[src/rtl/syn_lb_reg_pkg.sv]
// Shared register map, reset values and IRQ width for the local-bus register slave.
package syn_lb_reg_pkg;

    localparam int IRQ_W = 8;

    typedef enum logic [3:0] {
        OFF_CTRL     = 4'h0,
        OFF_STATUS   = 4'h1,
        OFF_SCRATCH  = 4'h2,
        OFF_IRQ_STAT = 4'h3,
        OFF_IRQ_MASK = 4'h4,
        OFF_EVT_CNT  = 4'h5
    } reg_off_e;

    localparam logic [31:0]      CTRL_RST     = 32'h0000_0000;
    localparam logic [31:0]      SCRATCH_RST  = 32'h0000_0000;
    localparam logic [31:0]      EVT_CNT_RST  = 32'h0000_0000;
    localparam logic [IRQ_W-1:0] IRQ_STAT_RST = '0;
    localparam logic [IRQ_W-1:0] IRQ_MASK_RST = '0;

endpackage

[src/rtl/syn_lb_intf.sv]
// Local-bus interface: master issues rd_en/wr_en with addr/wr_data, slave answers with valids.
interface syn_lb_intf #(
    parameter int DATA_W = 32,
    parameter int ADDR_W = 12
) ();
    logic              rd_en;
    logic              wr_en;
    logic [ADDR_W-1:0] addr;
    logic [DATA_W-1:0] wr_data;
    logic              wr_valid;
    logic              rd_valid;
    logic [DATA_W-1:0] rd_data;

    modport slave (
        input  rd_en, wr_en, addr, wr_data,
        output wr_valid, rd_valid, rd_data
    );

    modport master (
        output rd_en, wr_en, addr, wr_data,
        input  wr_valid, rd_valid, rd_data
    );
endinterface

[src/rtl/syn_sat_cntr.sv]
// Saturating event counter with synchronous clear; an increment in the clear cycle leaves 1.
module syn_sat_cntr
    import syn_lb_reg_pkg::*;
#(
    parameter int W = 32
) (
    input  logic         clk_ir,
    input  logic         rst_il,
    input  logic         inc,
    input  logic         clr,
    output logic [W-1:0] cnt
);

    logic [W-1:0] cnt_reg;
    logic [W-1:0] cnt_next;

    always_comb begin
        cnt_next = cnt_reg;
        if (inc) begin
            if (clr)
                cnt_next = W'(1);
            else if (!(&cnt_reg))
                cnt_next = cnt_reg + W'(1);
        end else if (clr) begin
            cnt_next = '0;
        end
    end

    always_ff @(posedge clk_ir or posedge rst_il) begin
        if (rst_il)
            cnt_reg <= W'(EVT_CNT_RST);
        else
            cnt_reg <= cnt_next;
    end

    assign cnt = cnt_reg;

endmodule

[src/rtl/syn_lb_reg_slave.sv]
// Local-bus register slave: CTRL/STATUS/SCRATCH/IRQ_STAT/IRQ_MASK/EVT_CNT behind one block code.
module syn_lb_reg_slave
    import syn_lb_reg_pkg::*;
#(
    parameter int         DATA_W   = 32,
    parameter int         ADDR_W   = 12,
    parameter logic [7:0] BLK_CODE = 8'h01
) (
    input  logic              clk_ir,
    input  logic              rst_il,
    syn_lb_intf.slave         lb,
    input  logic [DATA_W-1:0] status_i,
    input  logic [IRQ_W-1:0]  irq_evt_i,
    input  logic              cnt_evt_i,
    output logic [DATA_W-1:0] ctrl_o,
    output logic              irq_o
);

    localparam logic [ADDR_W-5:0] BLK_SEL = (ADDR_W-4)'(BLK_CODE);

    logic              blk_sel;
    logic [3:0]        off;
    logic              wr_acc;
    logic              rd_acc;
    logic              wr_ctrl;
    logic              wr_scratch;
    logic              wr_irq_stat;
    logic              wr_irq_mask;
    logic              rd_evt_cnt;

    logic [DATA_W-1:0] ctrl_reg;
    logic [DATA_W-1:0] scratch_reg;
    logic [IRQ_W-1:0]  irq_stat_reg;
    logic [IRQ_W-1:0]  irq_stat_next;
    logic [IRQ_W-1:0]  irq_mask_reg;
    logic              irq_reg;
    logic              wr_valid_reg;
    logic              rd_valid_reg;
    logic [DATA_W-1:0] rd_data_reg;
    logic [DATA_W-1:0] rd_mux;
    logic [DATA_W-1:0] evt_cnt;

    assign blk_sel = (lb.addr[ADDR_W-1:4] == BLK_SEL);
    assign off     = lb.addr[3:0];
    assign wr_acc  = blk_sel && lb.wr_en;
    // A simultaneous read and write is a write only, so reads need wr_en low.
    assign rd_acc  = blk_sel && lb.rd_en && !lb.wr_en;

    assign wr_ctrl     = wr_acc && (off == OFF_CTRL);
    assign wr_scratch  = wr_acc && (off == OFF_SCRATCH);
    assign wr_irq_stat = wr_acc && (off == OFF_IRQ_STAT);
    assign wr_irq_mask = wr_acc && (off == OFF_IRQ_MASK);
    assign rd_evt_cnt  = rd_acc && (off == OFF_EVT_CNT);

    // New events win over a same-cycle W1C of the same bit.
    genvar gi;
    generate
        for (gi = 0; gi < IRQ_W; gi++) begin : g_irq_stat
            assign irq_stat_next[gi] = irq_evt_i[gi] |
                                       (irq_stat_reg[gi] & ~(wr_irq_stat & lb.wr_data[gi]));
        end
    endgenerate

    syn_sat_cntr #(
        .W (DATA_W)
    ) u_evt_cnt (
        .clk_ir (clk_ir),
        .rst_il (rst_il),
        .inc    (cnt_evt_i),
        .clr    (rd_evt_cnt),
        .cnt    (evt_cnt)
    );

    always_comb begin
        rd_mux = '0;
        case (off)
            OFF_CTRL:     rd_mux = ctrl_reg;
            OFF_STATUS:   rd_mux = status_i;
            OFF_SCRATCH:  rd_mux = scratch_reg;
            OFF_IRQ_STAT: rd_mux = DATA_W'(irq_stat_reg);
            OFF_IRQ_MASK: rd_mux = DATA_W'(irq_mask_reg);
            OFF_EVT_CNT:  rd_mux = evt_cnt;
            default:      rd_mux = '0;
        endcase
    end

    always_ff @(posedge clk_ir or posedge rst_il) begin
        if (rst_il) begin
            ctrl_reg     <= DATA_W'(CTRL_RST);
            scratch_reg  <= DATA_W'(SCRATCH_RST);
            irq_stat_reg <= IRQ_STAT_RST;
            irq_mask_reg <= IRQ_MASK_RST;
            irq_reg      <= 1'b0;
            wr_valid_reg <= 1'b0;
            rd_valid_reg <= 1'b0;
            rd_data_reg  <= '0;
        end else begin
            if (wr_ctrl)
                ctrl_reg <= lb.wr_data;
            if (wr_scratch)
                scratch_reg <= lb.wr_data;
            if (wr_irq_mask)
                irq_mask_reg <= lb.wr_data[IRQ_W-1:0];
            irq_stat_reg <= irq_stat_next;
            irq_reg      <= |(irq_stat_reg & irq_mask_reg);
            wr_valid_reg <= wr_acc;
            rd_valid_reg <= rd_acc;
            rd_data_reg  <= rd_acc ? rd_mux : '0;
        end
    end

    assign lb.wr_valid = wr_valid_reg;
    assign lb.rd_valid = rd_valid_reg;
    assign lb.rd_data  = rd_data_reg;
    assign ctrl_o      = ctrl_reg;
    assign irq_o       = irq_reg;

endmodule
[src/flat_wrapper.sv]
// flat-port wrapper written by rule: the top's interface ports become plain ports
module syn_lb_reg_slave_flat import syn_lb_reg_pkg::*;
#(
    parameter int         DATA_W   = 32,
    parameter int         ADDR_W   = 12,
    parameter logic [7:0] BLK_CODE = 8'h01
)
  (clk_ir, rst_il, status_i, irq_evt_i, cnt_evt_i, ctrl_o, irq_o, lb_rd_en, lb_wr_en, lb_addr, lb_wr_data, lb_wr_valid, lb_rd_valid, lb_rd_data);
  syn_lb_intf #(.DATA_W(DATA_W), .ADDR_W(ADDR_W)) lb_i ();
  input  logic clk_ir;
  input  logic rst_il;
  input  logic [DATA_W-1:0] status_i;
  input  logic [IRQ_W-1:0] irq_evt_i;
  input  logic cnt_evt_i;
  output logic [DATA_W-1:0] ctrl_o;
  output logic irq_o;
  input wire logic [$bits(lb_i.rd_en)-1:0] lb_rd_en;
  input wire logic [$bits(lb_i.wr_en)-1:0] lb_wr_en;
  input wire logic [$bits(lb_i.addr)-1:0] lb_addr;
  input wire logic [$bits(lb_i.wr_data)-1:0] lb_wr_data;
  output wire logic [$bits(lb_i.wr_valid)-1:0] lb_wr_valid;
  output wire logic [$bits(lb_i.rd_valid)-1:0] lb_rd_valid;
  output wire logic [$bits(lb_i.rd_data)-1:0] lb_rd_data;
  assign lb_i.rd_en = lb_rd_en;
  assign lb_i.wr_en = lb_wr_en;
  assign lb_i.addr = lb_addr;
  assign lb_i.wr_data = lb_wr_data;
  assign lb_wr_valid = lb_i.wr_valid;
  assign lb_rd_valid = lb_i.rd_valid;
  assign lb_rd_data = lb_i.rd_data;
  syn_lb_reg_slave #(.DATA_W(DATA_W), .ADDR_W(ADDR_W), .BLK_CODE(BLK_CODE)) u_core (.clk_ir(clk_ir), .rst_il(rst_il), .lb(lb_i), .status_i(status_i), .irq_evt_i(irq_evt_i), .cnt_evt_i(cnt_evt_i), .ctrl_o(ctrl_o), .irq_o(irq_o));
endmodule
[config.mk]
export PLATFORM = sky130hd
export DESIGN_NAME = syn_lb_reg_slave_flat
export DESIGN_NICKNAME = d
export VERILOG_FILES = /design/src/rtl/syn_lb_reg_pkg.sv /design/src/rtl/syn_lb_intf.sv /design/src/rtl/syn_sat_cntr.sv /design/src/rtl/syn_lb_reg_slave.sv /design/src/flat_wrapper.sv
export SDC_FILE = /design/constraint.sdc
export NUM_CORES = 1
export LEC_CHECK = 0
export CAP_MARGIN = 20
export CORE_MARGIN = 10
export CORE_UTILIZATION = 54
export CTS_CLUSTER_DIAMETER = 50
export CTS_CLUSTER_SIZE = 30
export DETAILED_ROUTE_END_ITERATION = 10
export PLACE_DENSITY = 0.86
export SLEW_MARGIN = 40
export SYNTH_ARGS = -nofsm -noshare
export SYNTH_HDL_FRONTEND = slang
export SYNTH_SLANG_ARGS = --single-unit
[constraint.sdc]
create_clock -name clk_ir -period 15.8 [get_ports clk_ir]
set_input_delay 3.95 -clock clk_ir [delete_from_list [all_inputs] [get_ports clk_ir]]
set_output_delay 3.95 -clock clk_ir [all_outputs]
set_load 0.02 [all_outputs]
==> summary.md <==
| Metric | Value |
|---|---|
| Vias per cell | `6.53` |
| Post-layout net count | `796` |
| Number of distinct library cell variants in the gate-level netlist after synthesis | `43` |
| Starting utilization of the core area | `54.8%` |
| Share of synthesized area occupied by flip-flops and latches | `56.1%` |
| Worst clock skew on the final layout | `0.00648 ns` |
| Worst max-slew margin expressed relative to the limit | `48.3%` |
| Standard cell core area | `0.0120 mm²` |
| Area enclosed by the die boundary | `0.0169 mm²` |
| 1st-pass router iterations | `6` |
| Xor-xnor portion of the synthesized cell area | `1.74%` |
| Most common library cells after synthesis | `147 x dfrtp_1, 72 x mux2_2, 48 x nand2_1` |
| Arrival time worst endpoint | `6.61 ns` |
| Detailed-route DRC error count | `0` |
| Via count | `5658` |
| Actual transition at the worst max-transition pin | `0.773 ns` |
| Post-cts repair resize count | `0` |
| Combinational family with the most area after synthesis | `compound AO/OA/AOI/OAI gates` |
| Layout Cells excl Fill | `866` |
| CTS tree | `yes` |
| Area delta synth->final | `35.2%` |
| Multiplexer share of the synthesized area | `12.4%` |
| Buffers added on ports | `155` |
| All-Layer GR Usage | `24.0%` |
| Antenna violation net count after detailed routing | `0` |
| Total CTS buffers | `17` |
| Finish-stage setup viols | `0` |
| Count of flip-flops with a built-in enable after synthesis | `0` |
| Type of destination of the critical path | `register` |
| R2R Setup Slk | `13.32 ns` |
| Floorplan die height | `130 µm` |
| Setup crit end | `u_core.ctrl_o[16]$_DFFE_PP0P_` |
| Number of global-route vias before repair | `5845` |
| Post-Route Setup TNS | `0 ns` |
| Clock network latency to the later pin of the worst-skew pair | `0.43 ns` |
| Crit Path Class | `in2reg` |
| Root cell of the clock tree | `clkbuf_16` |
| # placed instances | `834` |
| Number of storage elements in the synthesis netlist | `147` |
| Maximum Capacitance Violations | `0` |
| Status | `complete, no violations` |
| Violation count after the first detailed-routing iteration | `686` |
| Cts-stage hold buffer count | `0` |
| Count of boundary I/O pins | `156` |
| Clock sink total | `147` |
| Setup repair after global routing missed its margin | `false` |
| Cell area after layout | `0.00886 mm²` |
| Largest net degree at the start of global routing | `92` |
| Count of synthesis-stage warnings from yosys | `0` |
| Fmax | `158 MHz` |
| Startpoint of the worst-slack reg-to-reg timing path | `u_core.u_evt_cnt.cnt[0]$_DFFE_PP0P_` |
| Filler cell count in the final layout | `748` |
| Wire length of the first global-routing pass | `31800 µm` |
| Share of synthesized cell area in and, or, nand and nor gates | `12.4%` |
| Die Span X | `130 µm` |
| Most instantiated library cell after synthesis | `dfrtp_1` |
| Synth Flop Type | `dfrtp_1` |
| Post-synthesis async set-or-reset flop share | `100%` |
| Highest metal layer used by the detailed router | `met4` |
| Number of H-tree levels | `4` |
| Worst endpoint required time | `16.10 ns` |
| Number of placement rows | `40` |
| Shortest period the worst path allows | `6.31 ns` |
| Per-cell routed wire length | `23.4 µm` |
| Number of buffers on the longest clock path | `2` |
| Routed length on met2 | `10200 µm` |
| Post-Syn Area per Cell | `11.7 µm²` |
| Post-synthesis cell type with the largest combined area | `dfrtp_1` |
| Share of synthesized cell area in full adder, half adder and majority cells | `0.191%` |
| Final Hold Vio Count | `0` |
| Fraction of the mapped netlist area in compound gates | `14.7%` |
| Placed wire-length estimate after detailed placement | `13400 µm` |
| Final routed wirelength across all metal layers | `20200 µm` |
| Tot Pwr | `0.866 mW` |
| Peak supply drop | `0.0594 mV` |
| Fraction of final layout cells sized beyond drive strength 1 | `17.8%` |
| Number of antenna cells inserted | `0` |
| Clock slew at reported path FFs | `0.06 ns` |
| Post-CTS setup-driven buffer insertion count | `0` |
| Endpoint of the worst-slack reg-to-reg timing path | `u_core.u_evt_cnt.cnt[23]$_DFFE_PP0P_` |
| Final number of max-transition violations | `0` |
| Number of antenna violations at the first check in global routing | `0` |
| Area of the mapped netlist | `0.00655 mm²` |
| Met3 WL post-DR | `1820 µm` |
| GRT overflow | `0` |
| Largest fanout on the critical path | `33` |
| Static leakage | `3.70 nW` |
| Tcrit/Tclk final | `39.9%` |
| Worst min-delay path category | `reg2reg` |
| Top cells by area in the synthesized netlist | `dfrtp_1 56%, mux2_2 12%, a222oi_1 3.7%` |
| Pwr/cell area | `97.7 mW/mm²` |
| Post-Syn Nets | `648` |
| Final weighted congestion of routability-driven global placement | `0.880` |
| Kind of start point of the critical path | `primary input` |
| Cell area after placement | `0.00826 mm²` |
| Met1 layer wirelength in the final routing | `7790 µm` |
| Length in cells of the worst reg-to-reg path | `6` |
| Worst setup startpoint | `lb_addr[1]` |
| Instance count of the mapped netlist | `558` |
| Share of Yosys cell area claimed by the top area cell type | `56.1%` |
[cells in the final DEF, fill, tap and decap left out, types with 3 or more instances in the layout]
master / synthesis / final
xnor2_1: 13 / 13
clkinv_2: 0 / 3
nor4_1: 7 / 6
a31oi_1: 9 / 9
clkbuf_8: 0 / 3
nand3_1: 14 / 14
a21oi_1: 45 / 45
dfrtp_1: 147 / 147
nand2_1: 48 / 47
or4_1: 8 / 8
nand4_1: 11 / 11
or3_1: 10 / 10
nor2_1: 19 / 19
a21o_1: 8 / 8
clkdlybuf4s50_1: 0 / 155
buf_4: 0 / 7
a222oi_1: 24 / 24
nor3_1: 5 / 5
a22oi_1: 28 / 28
o21ai_0: 11 / 11
o31ai_1: 7 / 7
and4_1: 3 / 3
inv_1: 4 / 3
and3_1: 6 / 6
clkbuf_16: 0 / 17
mux2_2: 72 / 72
clkinvlp_4: 0 / 4
[worst min path at each step]
| stage | start | endpoint | slack (ns) | depth (start not counted) |
|---|---|---|---|---|
| after floorplan | u_core.irq_stat_reg[0]$_DFF_PP0_ | u_core.irq_stat_reg[0]$_DFF_PP0_ | 0.47 | 1 |
| after CTS | u_core.scratch_reg[29]$_DFFE_PP0P_ | u_core.scratch_reg[29]$_DFFE_PP0P_ | 0.51 | 1 |
| after global placement | u_core.scratch_reg[22]$_DFFE_PP0P_ | u_core.scratch_reg[22]$_DFFE_PP0P_ | 0.49 | 1 |
| after global routing | u_core.scratch_reg[30]$_DFFE_PP0P_ | u_core.scratch_reg[30]$_DFFE_PP0P_ | 0.52 | 1 |
| after detailed placement | u_core.scratch_reg[20]$_DFFE_PP0P_ | u_core.scratch_reg[20]$_DFFE_PP0P_ | 0.49 | 1 |
| final | u_core.scratch_reg[29]$_DFFE_PP0P_ | u_core.scratch_reg[29]$_DFFE_PP0P_ | 0.51 | 1 |
[kinds of logic after synthesis]
kind of cell               count (synthesis)
AOI/OAI and AO/OA                        138
xor gates and xnor gates                  13
adders and majority gates                  1
buffers and inverters                     39
DFF                                      147
muxes                                     72
and+or+nand+nor                          148
[power by group]
part	switching [mW]	internal, mW
clock	0.163	0.241
combinational	0.0306	0.0318
sequential	0.0143	0.386
total	0.208	0.658
[per-stage QoR]
step | hold WS (ns) | setup WS (ns) | util (%)
after floorplan | 0.473 | 7.90 | -
after global placement | 0.486 | 9.28 | 68.9
after detailed placement | 0.493 | 9.09 | 69.1
after CTS | 0.506 | 9.54 | 74.0
after global routing | 0.522 | 9.44 | 74.1
final | 0.508 | 9.49 | 74.1
[routing by layer]
metal  up-vias  GRT usage, %
li1       2430             -
met1      2855          28.9
met2       334          39.7
met3        39          7.71
met4         0          8.66
met5         -             0
[critical path, stage by stage]
cell and delay, ns:
clkdlybuf4s50_1 0.62, nor4_2 0.37, buf_4 0.43, nand2_1 0.49, buf_4 0.41, mux2_2 0.33
[area by class of cell]
cell class              count  area (µm²)  share of cell area [%]
multi-input cells         372        2770                    31.2
clock inverters            12         131                    1.48
well taps                 147         184                    2.08
clock buffers              20         457                    5.15
flip-flops and latches    147        3680                    41.5
inverters                   5        23.8                   0.268
repair buffers            163        1620                    18.3
Power figures use the tool's default switching activity.
